[config.mk]
export PLATFORM = sky130hd
export DESIGN_NAME = cla_addsub_pipe
export DESIGN_NICKNAME = d
export VERILOG_FILES = /design/src/rtl/cla_addsub_pipe.sv
export SDC_FILE = /design/constraint.sdc
export NUM_CORES = 1
export LEC_CHECK = 0
export BUFFER_PORTS_ARGS = -buffer_cell sky130_fd_sc_hd__buf_4
export CELL_PAD_IN_SITES_DETAIL_PLACEMENT = 1
export CELL_PAD_IN_SITES_GLOBAL_PLACEMENT = 1
export CORE_MARGIN = 3
export CORE_UTILIZATION = 38
export DETAILED_ROUTE_END_ITERATION = 10
export GPL_ROUTABILITY_DRIVEN = 0
export PLACE_DENSITY_LB_ADDON = 0.1
export SLEW_MARGIN = 20
export SYNTH_ARGS = -nofsm -noshare
export SYNTH_HDL_FRONTEND = slang
export SYNTH_SLANG_ARGS = --single-unit
[constraint.sdc]
create_clock -name clk -period 3.4 [get_ports clk]
set_input_delay 0.68 -clock clk [delete_from_list [all_inputs] [get_ports clk]]
set_output_delay 0.68 -clock clk [all_outputs]
set_load 0.01 [all_outputs]
[src/rtl/cla_addsub_pipe.sv]
// Pipelined carry-lookahead adder/subtractor with valid/ready flow control.
// WIDTH bits are split into STAGES registered slices. Each slice is built from
// GROUP-bit CLA cells plus one group-lookahead level.
// Optional macro CLA_ADDSUB_SAT_EN adds a 'sat' input. With sat=1, an
// overflowing result clamps to signed max or signed min.

module cla_cell #(
  parameter int GROUP = 4
)(
  input  logic [GROUP-1:0] a,
  input  logic [GROUP-1:0] b,
  input  logic             ci,
  output logic [GROUP-1:0] s,
  output logic             g,
  output logic             p
);
  logic [GROUP-1:0] gb, pb, c;
  logic             gacc;

  assign gb = a & b;
  assign pb = a ^ b;

  // in-cell carries, bit by bit from the cell carry-in
  always_comb begin
    c[0] = ci;
    for (int i = 1; i < GROUP; i++) c[i] = gb[i-1] | (pb[i-1] & c[i-1]);
  end

  // group generate is independent of ci so the lookahead level has no loop
  always_comb begin
    gacc = 1'b0;
    for (int i = 0; i < GROUP; i++) gacc = gb[i] | (pb[i] & gacc);
  end

  assign s = pb ^ c;
  assign g = gacc;
  assign p = &pb;
endmodule

module cla_slice #(
  parameter int SW    = 16,
  parameter int GROUP = 4
)(
  input  logic [SW-1:0] a,
  input  logic [SW-1:0] b,
  input  logic          ci,
  output logic [SW-1:0] s,
  output logic          co
);
  localparam int NG = SW / GROUP;

  logic [NG-1:0] gg, gp;
  logic [NG:0]   gc;
  logic          t;

  cla_cell #(.GROUP(GROUP)) u_cell [NG-1:0] (
    .a(a), .b(b), .ci(gc[NG-1:0]), .s(s), .g(gg), .p(gp)
  );

  // group lookahead: carry into cell j as a flat sum of products of G/P
  always_comb begin
    gc = '0;
    t  = 1'b0;
    for (int j = 0; j <= NG; j++) begin
      t = ci;
      for (int i = 0; i < j; i++) t = t & gp[i];
      gc[j] = t;
      for (int i = 0; i < j; i++) begin
        t = gg[i];
        for (int m = i + 1; m < j; m++) t = t & gp[m];
        gc[j] = gc[j] | t;
      end
    end
  end

  assign co = gc[NG];
endmodule

module cla_addsub_pipe #(
  parameter int WIDTH  = 32,
  parameter int GROUP  = 4,
  parameter int STAGES = 2
)(
  input  logic             clk,
  input  logic             clr,
  input  logic             in_valid,
  output logic             in_ready,
  input  logic [WIDTH-1:0] a,
  input  logic [WIDTH-1:0] b,
  input  logic             sub,
  input  logic             cin,
`ifdef CLA_ADDSUB_SAT_EN
  input  logic             sat,
`endif
  output logic             out_valid,
  input  logic             out_ready,
  output logic [WIDTH-1:0] sum,
  output logic             cout,
  output logic             ovf,
  output logic             zero
);
  localparam int SW = WIDTH / STAGES;

  // A beat carries the full operands so that their high bits skew along the
  // pipe. It also carries the partial sum, the inter-slice carry and sat.
  typedef struct packed {
    logic [WIDTH-1:0] a;
    logic [WIDTH-1:0] b;
    logic [WIDTH-1:0] s;
    logic             c;
    logic             sat;
  } beat_t;

  beat_t             in_b;
  beat_t             src [STAGES];
  beat_t             pq  [STAGES];
  logic [STAGES:1]   vld_q;
  logic [STAGES:0]   vld_pipe;
  logic [STAGES-1:0] en;
  logic              sat_in;
  logic              unused_tail;

`ifdef CLA_ADDSUB_SAT_EN
  assign sat_in = sat;
`else
  assign sat_in = 1'b0;
`endif

  // subtract as A + ~B + 1, and borrow-in folds into the inverted carry
  assign in_b     = {a, (sub ? ~b : b), {WIDTH{1'b0}}, (cin ^ sub), sat_in};
  assign vld_pipe = {vld_q, in_valid};
  assign in_ready = en[0];
  assign out_valid = vld_q[STAGES];
  assign sum      = pq[STAGES-1].s;

  // slot k loads when it is empty or its current beat moves on
  always_comb begin
    en = '0;
    en[STAGES-1] = !vld_q[STAGES] | out_ready;
    for (int k = STAGES - 2; k >= 0; k--) en[k] = !vld_q[k+1] | en[k+1];
  end

  // valid bits shift with their beats; a clear discards everything in flight
  always_ff @(posedge clk or posedge clr) begin
    if (clr) vld_q <= '0;
    else
      for (int k = 0; k < STAGES; k++)
        if (en[k]) vld_q[k+1] <= vld_pipe[k];
  end

  for (genvar k = 0; k < STAGES; k++) begin : g_slice
    logic [SW-1:0] s_sl;
    logic          co_sl;
    beat_t         nb;

    if (k == 0) begin : g_src_in
      assign src[k] = in_b;
    end else begin : g_src_reg
      assign src[k] = pq[k-1];
    end

    cla_slice #(.SW(SW), .GROUP(GROUP)) u_slice (
      .a (src[k].a[k*SW +: SW]),
      .b (src[k].b[k*SW +: SW]),
      .ci(src[k].c),
      .s (s_sl),
      .co(co_sl)
    );

    // merge this slice's bits into the beat and pass its carry on
    always_comb begin
      nb = src[k];
      nb.s[k*SW +: SW] = s_sl;
      nb.c = co_sl;
    end

    if (k < STAGES - 1) begin : g_mid
      // intermediate slice register
      always_ff @(posedge clk or posedge clr) begin
        if (clr)        pq[k] <= '0;
        else if (en[k]) pq[k] <= nb;
      end
    end else begin : g_last
      logic             c_msb, ovf_n;
      logic [WIDTH-1:0] s_fin;
      beat_t            nl;

      // flags come from the final carries; the MSB carry-in is recovered
      // from the MSB sum bit, and saturation picks the clamp from the
      // wrapped sign
      always_comb begin
        c_msb = src[k].a[WIDTH-1] ^ src[k].b[WIDTH-1] ^ nb.s[WIDTH-1];
        ovf_n = c_msb ^ co_sl;
        s_fin = nb.s;
        if (src[k].sat && ovf_n)
          s_fin = nb.s[WIDTH-1] ? {1'b0, {(WIDTH-1){1'b1}}} : {1'b1, {(WIDTH-1){1'b0}}};
        nl   = nb;
        nl.s = s_fin;
      end

      // output register, which holds its value while the output is stalled
      always_ff @(posedge clk or posedge clr) begin
        if (clr) begin
          pq[k] <= '0;
          cout  <= 1'b0;
          ovf   <= 1'b0;
          zero  <= 1'b0;
        end else if (en[k]) begin
          pq[k] <= nl;
          cout  <= co_sl;
          ovf   <= ovf_n;
          zero  <= ~|s_fin;
        end
      end
    end
  end

  // operand copies and carry in the output slot have no further consumer
  assign unused_tail = ^{pq[STAGES-1].a, pq[STAGES-1].b, pq[STAGES-1].c, pq[STAGES-1].sat};
endmodule

; ---- After elaboration in Yosys (flattened, before gate mapping)
; Cells that the tools add are included.
[totals]
ff_bits = 118
input_bits = 70
output_inout_bits = 37
[op_classes]
n_mux = 1
n_bitwise = 167
reduce_logical = 12
[ops]
columns = op, n
row1 = bitwise OR 1 bit, 70
row2 = bitwise AND 1 bit, 68
row3 = bitwise XOR 4 bit, 16
row4 = bitwise AND 4 bit, 8
row5 = 2-to-1 mux 32 bit, 1
row6 = inverter 32 bit, 1
row7 = AND reduction 4 bit, 8
row8 = OR reduction 32 bit, 1
row9 = bitwise XOR 1 bit, 4
row10 = logical NOT 1 bit, 3

; ---- Logic depth before layout (Yosys ltp)
[depth]
ltp_word = 21
depth_mapped = 14

; ---- Cells and area by module
; A second synthesis with hierarchy kept.
[unflattened]
hier_cells = 511
hier_area_um2 = 5293.8
[modules_own_cells]
columns = module, instances, cells_each, area_per_inst_um2, seq_area_each_um2
row1 = cla_addsub_pipe, 1, 357, 3895.0, 2152.1
row2 = cla_cell, 8, 18, 165.2, 0.0
row3 = cla_slice, 2, 5, 38.8, 0.0

; ---- Worst setup path before layout
; No wires, ideal clock.
[synth_path]
kind = input to register
startpoint = in sub
endpoint = reg pq, in the netlist g_slice[1].nb[17]
setup_ps = 77
arrival_time_ps = 3529
setup_slack_ps = -207
path_stages = 13
path_buffers = 2
path_cell_list = buf_4 buf_2 xor2_1 ha_1 nand3_1 nor2_1 a21oi_2 o21a_1 fa_1 fa_1 fa_1 xor2_1 a21oi_1
[synth_via]
elab_chain_len = 20
word_cells_on_any_way = 47
cone_classes = mux (1) / bitwise (43) / reduce/logical (3)
[synth_rtl]
columns = item, line
row1 = start: declaration, 90  ; input logic sub,
row2 = 2-to-1 mux 32 bit, 130  ; assign in_b = {a, (sub ? ~b : b), {WIDTH{1'b0}}, (cin ^ sub), sat_in};
row3 = bitwise XOR 4 bit / bitwise AND 4 bit (equally long branches), "21, 20"
row4 = bitwise AND 1 bit, 32  ; for (int i = 0; i < GROUP; i++) gacc = gb[i] | (pb[i] & gacc);
row5 = bitwise OR 1 bit, 32
row6 = bitwise AND 1 bit, 32
row7 = bitwise OR 1 bit, 32
row8 = bitwise AND 1 bit, 32
row9 = bitwise OR 1 bit, 32
row10 = bitwise AND 1 bit (2 in series), 70  ; for (int m = i + 1; m < j; m++) t = t & gp[m];
row11 = bitwise OR 1 bit (3 in series), 71  ; gc[j] = gc[j] | t;
row12 = bitwise AND 1 bit, 26  ; for (int i = 1; i < GROUP; i++) c[i] = gb[i-1] | (pb[i-1] & c[i-1]);
row13 = bitwise OR 1 bit, 26
row14 = bitwise AND 1 bit, 26
row15 = bitwise OR 1 bit, 26
row16 = bitwise AND 1 bit, 26
row17 = bitwise OR 1 bit, 26
row18 = bitwise XOR 4 bit *, 35  ; assign s = pb ^ c;
row19 = end signal: indexed assignment, 181  ; else if (en[k]) pq[k] <= nb;
row20 = end: declaration, 116  ; beat_t pq [STAGES];
; Mark *: on every way between the ends. The rest lies on a longest branch, timed or not.
; A chain may end at the register's enable or synchronous reset.

==> qor.csv <==
metric;value;unit
Seq pwr share;0.392;
Worst path top cell family by delay;adder cells;
WP buf/inv;1;
die width;120;um
drt drc;0;
first-pass GRT wire length;21100;um
ys flop type;dfrtp_1;
actual slew at the worst max-slew pin;0.869;ns
register area;2150;um2
Worst Skew;0.00406;ns
fin. max-slew vios;0;
Seq cells post-synth;86;
Logic pwr share;0.361;
CTS tree;done;
crit path max fanout;3;
maximum vdd ir drop;0.225;mV
syn avg cell area;9.97;um2
Antenna diodes;0;
initial core utilization;0.398;
Clock Path Buffers;2;
crit path DAT;3.55;ns
# fillers;1462;
slowest stage cell, crit path;fa_2;
DRT Pass-1 Iters;4;
Final Hold Viols;0;
crit path time final;3.30;ns
Seq/Total Area, Yosys;0.439;
outcome;completed;
Multi-input gate area;2640;um2
Mapped Cells;492;
Cell Area, Synth;4910;um2
Startpoint Class;flip-flop;
ANT nets after route;0;
site row count;40;
finished layout cell area;6430;um2
Post-synth EDFFs;0;
die area;14300;um2
post-layout util;0.522;
Num CTS Buffers;9;
Synth cell types;35;
critical path type;flip-flop to flip-flop;
MaxCap Viol Count;0;
Power Internal;2.51;mW
Synth top cells by count;nand2_1 (92), dfrtp_1 (86), a21oi_1 (51), nor2_1 (45);
Avg WL per Cell;16.5;um
top-count cell post-synth;nand2_1;
clock power share;0.247;
period utilisation layout;0.972;
die height;120;um
CP peak stage delay;0.45;ns
post-DR vias/cell;4.95;
Max Freq;303;MHz
Power per Cell Area;590;nW/um2
Static Leak;3.10;nW
GRT Resource Usage Total;0.186;
Iter 0 DRT Violations;162;
area delta synth->final;31.1;%
# IOs;107;
Synth Net Count;618;
endpoints failing setup;0;
switching power;1.29;mW
Sink Count;86;
yosys warns;0;
crit-path cells;ha_1 -> nand4_1 -> inv_1 -> a221oi_4 -> nand2_2 -> fa_1 -> fa_2 -> fa_2 -> nor4_2 -> nand4_1 -> o31ai_1;
largest net degree at the start of global routing;60;
Synth area leaders;dfrtp_1 (44%), fa_1 (9.8%), ha_1 (8.2%);
initial antenna violation count;0;
type of destination of the critical path;flip-flop;
ys async rst share;1.00;
grt total ovfl;0;
Hold Crit Class;flip-flop to flip-flop;
CP required;3.64;ns
Core Region;12300;um2
vias;3912;
area leader, netlist;dfrtp_1;
vias in the first global route;4191;
hpwl dp;10100;um
H-tree depth;3;
Clock Pin Slew Worst Setup and Hold Paths;0.06;ns
Max-Slew Margin vs Limit;0.420;
port bufs;106;
switch share;0.340;
worst skew pair latency;0.34;ns
Root Buffer;clkbuf_16;
Synth top area share;0.439;
Final nets;746;
DP Area;6020;um2
layout cells sized above 1;0.289;
final WL;13000;um
==> per-stage QoR <==
stage / setup TNS [ns] / hold slack [ns] / instances / setup WS, ns / power (mW)
2_1_floorplan: 0 / 0.455 / 492 / 0.00669 / 2.17
3_3_place_gp: -0.0699 / 0.453 / 771 / -0.0385 / 2.74
4_1_cts: 0 / 0.471 / 788 / 0.000257 / 3.80
3_5_place_dp: -0.440 / 0.457 / 771 / -0.147 / 2.80
5_1_grt: -0.0247 / 0.497 / 791 / -0.0247 / 4.05
6_report: 0 / 0.464 / 791 / 0.0957 / 3.80
==> state kept, by name (all words and copies together), names as in the netlist <==
name,cells
g_slice.g_last.nl,32
sum,32
g_slice.nb,16
vld_q,2
cout,1
ovf,1
pq,1
zero,1
==> timing repair <==
action,4_1_cts,5_1_grt
hold buffers,0,0
gates resized for setup,8,8
setup endpoints to repair,2,2
setup buffers,3,3
pin swaps,8,8
==> worst paths after layout <==
check | startpoint | to | slack, ns | cells past startpoint
min reg2reg | sum[24]$_DFFE_PP0P_ | sum[24]$_DFFE_PP0P_ | 0.46 | 2
min in group asynchronous | clr | g_slice[1].g_last.nl[90]$_DFFE_PP0P_ | 0.47 | 2
max | g_slice[1].g_last.nl[60]$_DFFE_PP0P_ | zero$_DFFE_PP0P_ | 0.1 | 11
max in group asynchronous | clr | g_slice[1].nb[6]$_DFFE_PP0P_ | 2.21 | 3
max reg2reg | g_slice[1].g_last.nl[60]$_DFFE_PP0P_ | zero$_DFFE_PP0P_ | 0.1 | 11
min | sum[24]$_DFFE_PP0P_ | sum[24]$_DFFE_PP0P_ | 0.46 | 2
==> layer usage <==
metal | global-route usage | routed length [um] | vias to the layer above
met1 | 0.252 | 5970 | 1957
met4 | 0.0601 | 204 | 0
li1 | - | - | 1866
met3 | 0.0259 | 445 | 16
met2 | 0.309 | 6430 | 73
met5 | 0 | 0 | -
==> worst min-delay path: stages (launching register included) <==
cell     delay [ns]
dfrtp_1        0.34
nand2_1        0.05
nand2_1        0.04
==> layout make-up <==
cell class / instances / area share
timing repair buffer: 138 / 0.161
inverter: 32 / 0.0191
clock inverter: 1 / 0.000778
sequential: 86 / 0.335
tap: 168 / 0.0327
multi-input combinational: 353 / 0.410
clock buffer: 13 / 0.0420
==> power groups by stage <==
stage | registers (mW) | clock network (mW) | logic (mW)
finish | 1.49 | 0.938 | 1.37
floorplan | 1.52 | 0 | 0.655
detailed placement | 1.50 | 0 | 1.30
CTS | 1.49 | 0.956 | 1.35
global placement | 1.49 | 0 | 1.25
global route | 1.52 | 0.996 | 1.53
==> layout by cell type (no fill, tap or decap), types with 2 or more instances in the layout <==
cell,instances
buf_4,138
nand2_1,92
dfrtp_1,86
a21oi_1,50
nor2_1,45
inv_1,31
ha_1,29
xor2_1,21
xnor2_1,20
mux2_1,15
fa_1,14
fa_2,10
clkbuf_16,9
nand4_1,8
nand3_1,6
nor4_1,4
nand2b_1,3
o21ai_1,3
a21oi_2,3
o21ai_0,3
clkbuf_8,3
nand2_2,2
nor4_2,2
nor2b_1,2
nor3_1,2
and3_1,2
ha_4,2
==> cells by family after synthesis <==
group | share of synthesized area
flip-flops | 0.439
adder cells (fa/ha/maj) | 0.180
AO/OA/AOI/OAI | 0.0826
AND/OR/NAND/NOR | 0.146
buffers and inverters | 0.0451
XOR/XNOR | 0.0732
multiplexers | 0.0344
(Power assumes the default switching activity.)
